==> config.mk <==
export PLATFORM = sky130hd
export DESIGN_NAME = alu_issue_stage
export DESIGN_NICKNAME = d
export VERILOG_FILES = /design/src/rtl/pipe_pkg.sv /design/src/rtl/fwd_mux.sv /design/src/rtl/alu_issue_stage.sv
export SDC_FILE = /design/constraint.sdc
export NUM_CORES = 1
export LEC_CHECK = 0
export ABC_CLOCK_PERIOD_IN_PS = 1700
export CAP_MARGIN = 0
export CORE_ASPECT_RATIO = 1.2
export CORE_MARGIN = 2
export CORE_UTILIZATION = 43
export DETAILED_ROUTE_END_ITERATION = 8
export MAX_ROUTING_LAYER = met4
export PLACE_DENSITY = 0.81
export SLEW_MARGIN = 20
export SYNTH_ARGS = -nofsm -noshare
export SYNTH_HDL_FRONTEND = slang
export SYNTH_HIERARCHICAL = 1
export SYNTH_SLANG_ARGS = --single-unit
==> constraint.sdc <==
create_clock -name clk -period 1.7 [get_ports clk]
set_input_delay 0.34 -clock clk [delete_from_list [all_inputs] [get_ports clk]]
set_output_delay 0.34 -clock clk [all_outputs]
set_load 0.02 [all_outputs]
==> src/rtl/pipe_pkg.sv <==
// rtl/pipe_pkg.sv - shared widths, ALU op encodings, operand-source codes and issue-slot type
package pipe_pkg;

    localparam int DATA_W = 32;
    localparam int REG_W  = 5;
    localparam int OP_W   = 5;

    // ALU operation encodings; NOP is the value carried by bubbles
    localparam logic [OP_W-1:0] ALU_NOP  = 5'd0;
    localparam logic [OP_W-1:0] ALU_ADDU = 5'd1;
    localparam logic [OP_W-1:0] ALU_SUBU = 5'd2;
    localparam logic [OP_W-1:0] ALU_AND  = 5'd3;
    localparam logic [OP_W-1:0] ALU_OR   = 5'd4;
    localparam logic [OP_W-1:0] ALU_XOR  = 5'd5;
    localparam logic [OP_W-1:0] ALU_NOR  = 5'd6;
    localparam logic [OP_W-1:0] ALU_SLT  = 5'd7;
    localparam logic [OP_W-1:0] ALU_SLTU = 5'd8;
    localparam logic [OP_W-1:0] ALU_SLL  = 5'd9;
    localparam logic [OP_W-1:0] ALU_SRL  = 5'd10;
    localparam logic [OP_W-1:0] ALU_SRA  = 5'd11;
    localparam logic [OP_W-1:0] ALU_SLLV = 5'd12;
    localparam logic [OP_W-1:0] ALU_SRLV = 5'd13;
    localparam logic [OP_W-1:0] ALU_SRAV = 5'd14;
    localparam logic [OP_W-1:0] ALU_LUI  = 5'd15;

    // A-operand sources
    localparam logic [1:0] ASRC_RS       = 2'd0;
    localparam logic [1:0] ASRC_SHAMT    = 2'd1;
    localparam logic [1:0] ASRC_RS_SHAMT = 2'd2;
    localparam logic [1:0] ASRC_ZERO     = 2'd3;

    // B-operand sources
    localparam logic BSRC_RT  = 1'b0;
    localparam logic BSRC_IMM = 1'b1;

    // Contents of the ID/EX issue register
    typedef struct packed {
        logic              valid;
        logic [OP_W-1:0]   alu_op;
        logic [1:0]        asrc;
        logic              bsrc;
        logic [REG_W-1:0]  rs;
        logic [REG_W-1:0]  rt;
        logic [REG_W-1:0]  rd;
        logic              reg_write;
        logic [DATA_W-1:0] rs_data;
        logic [DATA_W-1:0] rt_data;
        logic [DATA_W-1:0] imm;
    } issue_t;

    // Bubble: nothing valid, NOP op, all indices and operand data cleared
    function automatic issue_t issue_bubble();
        issue_t b;
        b        = '0;
        b.alu_op = ALU_NOP;
        return b;
    endfunction

endpackage

==> src/rtl/fwd_mux.sv <==
// rtl/fwd_mux.sv - per-operand forwarding compare/select (active with ALU_ISSUE_FWD_EN)
module fwd_mux
    import pipe_pkg::*;
(
    input  logic [REG_W-1:0]  idx,
    input  logic [DATA_W-1:0] reg_data,
    input  logic              em_reg_write,
    input  logic [REG_W-1:0]  em_rd,
    input  logic [DATA_W-1:0] em_result,
    input  logic              mw_reg_write,
    input  logic [REG_W-1:0]  mw_rd,
    input  logic [DATA_W-1:0] mw_result,
    output logic [DATA_W-1:0] data
);

`ifdef ALU_ISSUE_FWD_EN
    logic em_hit;
    logic mw_hit;

    // Register 0 is hardwired, so it never matches a producer; EX/MEM is younger and wins
    always_comb begin
        em_hit = em_reg_write && (em_rd == idx) && (idx != '0);
        mw_hit = mw_reg_write && (mw_rd == idx) && (idx != '0);
        data   = reg_data;
        if (em_hit) begin
            data = em_result;
        end else if (mw_hit) begin
            data = mw_result;
        end
    end
`else
    logic unused_fwd_inputs;

    // Forwarding compiled out: operand is the registered value only
    always_comb begin
        data              = reg_data;
        unused_fwd_inputs = ^{idx, em_reg_write, em_rd, em_result,
                              mw_reg_write, mw_rd, mw_result};
    end
`endif

endmodule

==> src/rtl/alu_issue_stage.sv <==
// rtl/alu_issue_stage.sv - ID/EX issue register with operand forwarding (optional: ALU_ISSUE_FWD_EN)
module alu_issue_stage
    import pipe_pkg::*;
(
    input  logic              clk,
    input  logic              rstn,
    input  logic              stall,
    input  logic              flush,
    input  logic              id_valid,
    input  logic [OP_W-1:0]   id_alu_op,
    input  logic [1:0]        id_asrc,
    input  logic              id_bsrc,
    input  logic [REG_W-1:0]  id_rs,
    input  logic [REG_W-1:0]  id_rt,
    input  logic [DATA_W-1:0] id_rs_data,
    input  logic [DATA_W-1:0] id_rt_data,
    input  logic [DATA_W-1:0] id_imm32,
    input  logic [REG_W-1:0]  id_rd,
    input  logic              id_reg_write,
    input  logic              em_reg_write,
    input  logic [REG_W-1:0]  em_rd,
    input  logic [DATA_W-1:0] em_result,
    input  logic              mw_reg_write,
    input  logic [REG_W-1:0]  mw_rd,
    input  logic [DATA_W-1:0] mw_result,
    output logic              ex_valid,
    output logic [DATA_W-1:0] ex_A,
    output logic [DATA_W-1:0] ex_B,
    output logic [OP_W-1:0]   ex_alu_op,
    output logic [REG_W-1:0]  ex_rd,
    output logic              ex_reg_write
);

    issue_t            issue_q;
    issue_t            issue_d;
    logic [DATA_W-1:0] fwd_rs;
    logic [DATA_W-1:0] fwd_rt;

    fwd_mux u_fwd_rs (
        .idx          (issue_q.rs),
        .reg_data     (issue_q.rs_data),
        .em_reg_write (em_reg_write),
        .em_rd        (em_rd),
        .em_result    (em_result),
        .mw_reg_write (mw_reg_write),
        .mw_rd        (mw_rd),
        .mw_result    (mw_result),
        .data         (fwd_rs)
    );

    fwd_mux u_fwd_rt (
        .idx          (issue_q.rt),
        .reg_data     (issue_q.rt_data),
        .em_reg_write (em_reg_write),
        .em_rd        (em_rd),
        .em_result    (em_result),
        .mw_reg_write (mw_reg_write),
        .mw_rd        (mw_rd),
        .mw_result    (mw_result),
        .data         (fwd_rt)
    );

    // Next issue-slot contents: flush beats stall beats load; an invalid ID slot loads a bubble
    always_comb begin
        issue_d = issue_q;
        if (flush) begin
            issue_d = issue_bubble();
        end else if (stall) begin
`ifdef ALU_ISSUE_FWD_EN
            // Capture forwarded values so a producer that retires during the stall is kept
            issue_d.rs_data = fwd_rs;
            issue_d.rt_data = fwd_rt;
`endif
        end else if (id_valid) begin
            issue_d.valid     = 1'b1;
            issue_d.alu_op    = id_alu_op;
            issue_d.asrc      = id_asrc;
            issue_d.bsrc      = id_bsrc;
            issue_d.rs        = id_rs;
            issue_d.rt        = id_rt;
            issue_d.rd        = id_rd;
            issue_d.reg_write = id_reg_write;
            issue_d.rs_data   = id_rs_data;
            issue_d.rt_data   = id_rt_data;
            issue_d.imm       = id_imm32;
        end else begin
            issue_d = issue_bubble();
        end
    end

    // Issue register; reset drops any held instruction and shows a bubble at once
    always_ff @(posedge clk or negedge rstn) begin
        if (!rstn) begin
            issue_q <= issue_bubble();
        end else begin
            issue_q <= issue_d;
        end
    end

    // Operand selection on top of forwarded register values; shift amounts land in [10:6]
    always_comb begin
        ex_A = '0;
        case (issue_q.asrc)
            ASRC_RS:       ex_A = fwd_rs;
            ASRC_SHAMT:    ex_A = {21'b0, issue_q.imm[10:6], 6'b0};
            ASRC_RS_SHAMT: ex_A = {21'b0, fwd_rs[4:0], 6'b0};
            default:       ex_A = '0;
        endcase
        ex_B = (issue_q.bsrc == BSRC_IMM) ? issue_q.imm : fwd_rt;
    end

    // Control outputs are squashed whenever the slot is not a real instruction
    always_comb begin
        ex_valid     = issue_q.valid;
        ex_alu_op    = issue_q.valid ? issue_q.alu_op : ALU_NOP;
        ex_rd        = issue_q.valid ? issue_q.rd : '0;
        ex_reg_write = issue_q.valid & issue_q.reg_write;
    end

endmodule

* Word-level counts from Yosys, hierarchy flattened *
Index checks and enable logic that the tools add are counted.

cells by class
  $add $sub $neg = 0
  $mul = 0
  divide/modulo/power cells = 0
  magnitude comparators = 0
  eq/ne operators = 3
  shift-type cells = 0
  multiplexer cells = 7
  bitwise operators = 1
  reductions and logical operators = 1

operators with widths
  kind                                                                      count
  121-bit two-way mux                                                       3
  32-bit one-hot mux with 3 select lines                                    1
  32-bit two-way mux                                                        1
  5-bit two-way mux                                                         2
  2-bit by 1-bit equality test with 1-bit output (second input constant)    1
  2-bit equality test (second input constant)                               1
  2-bit logical NOT                                                         1
  2-bit by 1-bit inequality test with 1-bit output (second input constant)  1
  1-bit AND                                                                 1

storage, ports and cells
  flip-flop bits (word level) = 111
  latch bits = 0
  memory bits (writable) = 0
  memory bits (read-only) = 0
  bits of input ports = 201
  output and inout bits = 76
  word-level logic and storage cells = 21
  memories kept = 0

* Depth between registers and ports, before layout *
  word-level depth = 3
  mapped depth = 4
  mapped depth without buffers = 2

* Modules after synthesis *
The synthesis kept the hierarchy.

modules (own cells, without submodules)
  module           instances  cells an instance  area each (sq um)  seq. area each (sq um)
  alu_issue_stage  1          626                6,004.5            3,027.9
  fwd_mux          2          32                 240.2              0.0

* Least setup slack after synthesis *
No wires, ideal clock.

  path type = flip-flop to output port
  start point = register issue_q[114] (netlist bit)
  end point = output ex_A[0]
  arrival time = 1.051 ns
  slack = 0.309 ns
  cell stages (with the launch flop) = 5
  buffers on the path = 2
  cell sequence = dfrtp_1 buf_2 nor2_4 clkbuf_2 and2_1

between the ends
  longest elaborated chain between the ends = 2
  elaborated cells between the ends (all ways) = 4
  those cells by class = eq/ne (2); mux (1); reduce/logical (1)

ends and longest elaborated chain
  item                                         RTL line                source
  start, declared                              alu_issue_stage.sv:34   issue_t issue_q;
  start signal, assigned                       alu_issue_stage.sv:94   issue_q <= issue_bubble();
  start signal, assigned                       alu_issue_stage.sv:96   issue_q <= issue_d;
  2-bit equality test (tied with other cells)  alu_issue_stage.sv:103  case (issue_q.asrc)
  32-bit one-hot mux with 3 select lines *     alu_issue_stage.sv:103
  end, declared                                alu_issue_stage.sv:27   output logic [DATA_W-1:0] ex_A,

Mark *: on every way between the ends. The rest lies on a longest branch, timed or not.

* Final worst setup path *
  start point = register issue_q[112] (netlist bit)
  end point = output ex_B[18]

between the ends
  longest elaborated chain between the ends = 1

ends and longest elaborated chain
  item                RTL line                source
  32-bit two-way mux  alu_issue_stage.sv:109  ex_B = (issue_q.bsrc == BSRC_IMM) ? issue_q.imm : fwd_rt;
  end, declared       alu_issue_stage.sv:28   output logic [DATA_W-1:0] ex_B,

Every way passes these cells.

==> results.yml <==
outcome:
  status: "finished, violations left"
  violations: "setup timing"
floorplan:
  io_pins: 277
  die_h_um: 134
  num_rows: 47
  dieArea_sq_mm: 0.0151
  start_util_pct: 43.9
  core_area_sq_mm: 0.0138
  die_w_um: 112
power:
  switching_power_uw: 1510
  p_seq_share_pct: 45.1
  p_clk_share_pct: 36.6
  swShare_pct: 24.3
  p_leak_uw: 0.00353
  p_comb_share_pct: 18.3
  powerDensity_mw_per_mm2: 743
  internal_power_uw: 4690
  ir_drop_mv: 0.491
placed_design:
  gp_congestion: 0.798
  place_hpwl_um: 10100
  dpl_worst_slack_ns: -0.252
  placed_area_sq_mm: 0.00764
  port_buffers: 190
layout:
  diodes: 0
  design_area_sq_mm: 0.00834
  nets: 959
  drive_gt1_share_pct: 24.4
  fillCellCount: 1116
  syn_to_final_growth_pct: 37.4
timing:
  hold_slack_ns: 0.390
  max_freq_mhz: 545
  final.setup.worst_slack_ns: -0.134
  tightest_slew_ns: 0.497
  finalHoldViolCount: 0
  timing.final.crit_share_pct: 108
  drv_slew: 0
  setup_viol: 54
  fin_skew_ns: 0
  finalCriticalPeriod_ns: 1.83
  setup_tns_ns: -5.36
  relSlewSlack_pct: 66.9
  rsz0062_at_grt: "true"
critical_path:
  worst-setup-path-type: "flop to output pin"
  rr_startpoint: "issue_q[112]$_DFFE_PN0P_"
  worst_ep_arrival_time_ns: 1.49
  end_kind: "output pin"
  worstPathCellList: "buf_12 -> buf_12 -> mux2_4 -> buf_6"
  critPathLaunchType: "flop"
  startpoint: "issue_q[112]$_DFFE_PN0P_"
  crit_top_cell: "buf_12"
  crit_path_max_fanout: 7
  critPathSlowestCell: "dfrtp_2"
  slowest_delay_ns: 0.43
  cp_data_required_time_ns: 1.36
  ff2ff_setup_slack_ns: 0.73
cts:
  cts.path.max_buffers: 2
  cts.clk_slew.worst_paths_ns: 0.06
  clk_latency_ns: 0.33
  ctsHtreeMaxLevel: 3
  cts_root_buffer: "clkbuf_16"
  cts_tree: "built"
  numCtsBuffers: 9
  clock-sinks: 111
global_routing:
  grt_first_pass_wirelength_um: 24900
  grt_pass1_vias: 4944
  grt_start_max_net_pins: 112
  grt.total_usage_pct: 21.1
  antenna_found_initial: 0
  grt_overflow: 0
drt:
  wl_met3_um: 892
  first_pass_iters: 5
  drtIter0Drc: 344
  wl_met1_um: 6510
  num_vias: 4918
  highest_layer: "met4"
  vias_per_cell: 5.27
  ant_nets: 0
  drc: 0
  avgRoutedWirePerCell_um: 17.1
  wl_um: 15900
  wl_met2_um: 8250
min_path:
  holdCritPathClass: "input port to flop"
  worstHoldStart: "stall"
logic_synthesis:
  avgSynthCellArea_sq_um: 9.34
  synth_nets: 851
  netlist_instances: 650
  syn-cell-area_sq_mm: 0.00607
  yosysWarnings: 6
flow_run:
  cap_violations: 0
## worst paths after layout
| kind | to | cells past startpoint |
|---|---|---|
| worst max-delay path | ex_B[18] | 4 |
| worst min-delay path | issue_q[91]$_DFFE_PN0P_ | 3 |
| worst max register to register | issue_q[112]$_DFFE_PN0P_ | 4 |
| worst min register to register | issue_q[97]$_DFFE_PN0P_ | 2 |
| max in group asynchronous | issue_q[114]$_DFFE_PN0P_ | 3 |
| min in group asynchronous | issue_q[101]$_DFFE_PN0P_ | 2 |
## worst max-delay path, delay by kind of cell, from the launching register on
kind,cells,cell delay [ns]
DFF,1,0.43
buffers and inverters,3,0.42
muxes,1,0.31
## sequential cells by signal, indices dropped and copies added (netlist names)
signal,count
ex_valid,1
issue_q,110
## power groups by stage
stage               Combinational (uW)  Sequential, uW  Clock (uW)
CTS                               1090            2790        2340
floorplan                          548            2820           0
global placement                  1000            2840           0
finish                            1140            2790        2270
global route                      1220            2800        2430
detailed placement                1020            2850           0
## placed cells by master, fill, tap and decap left out, types with 2 or more instances in the layout
master / instances
nand2_1: 110
clkdlybuf4s15_1: 3
clkbuf_2: 7
buf_6: 64
dfrtp_2: 3
clkbuf_16: 11
bufinv_16: 2
mux2_4: 11
dfrtp_1: 108
buf_2: 2
clkdlybuf4s50_1: 110
and2_1: 12
nand3b_1: 110
buf_4: 16
buf_12: 14
mux2i_1: 5
mux2_2: 21
and2_4: 26
o2bb2ai_1: 4
a21oi_1: 110
## repair_timing
action	CTS	global route
hold endpoints to repair	20	0
setup endpoints to repair	76	74
cloned	2	3
pin swaps	8	5
resized for setup	346	121
setup buffers	13	2
hold buffers	1	0
## per-stage QoR
stage | std cells | utilization (%) | total power (uW)
after floorplan | 650 | - | 3370
after global placement | 900 | 55.3 | 3840
after detailed placement | 900 | 55.3 | 3870
after CTS | 932 | 58.9 | 6230
after global routing | 934 | 60.4 | 6460
final | 934 | 60.4 | 6200
## final cells by class
| cell class | instances | area (sq um) | share of cell area [%] |
|---|---|---|---|
| Clock inverter | 5 | 81.3 | 0.975 |
| Sequential cell | 111 | 2780 | 33.3 |
| Timing Repair Buffer | 222 | 2390 | 28.7 |
| Tap cell | 171 | 214 | 2.57 |
| Multi-Input combinational cell | 414 | 2630 | 31.5 |
| Clock buffer | 11 | 243 | 2.91 |
## layer usage
layer  track usage [%]  vias to the layer above
li1                  -                     2329
met1              26.1                     2378
met2              35.2                      191
met3              3.43                       20
met4              7.18                        0
met5                 -                        -
(Power assumes the default switching activity.)
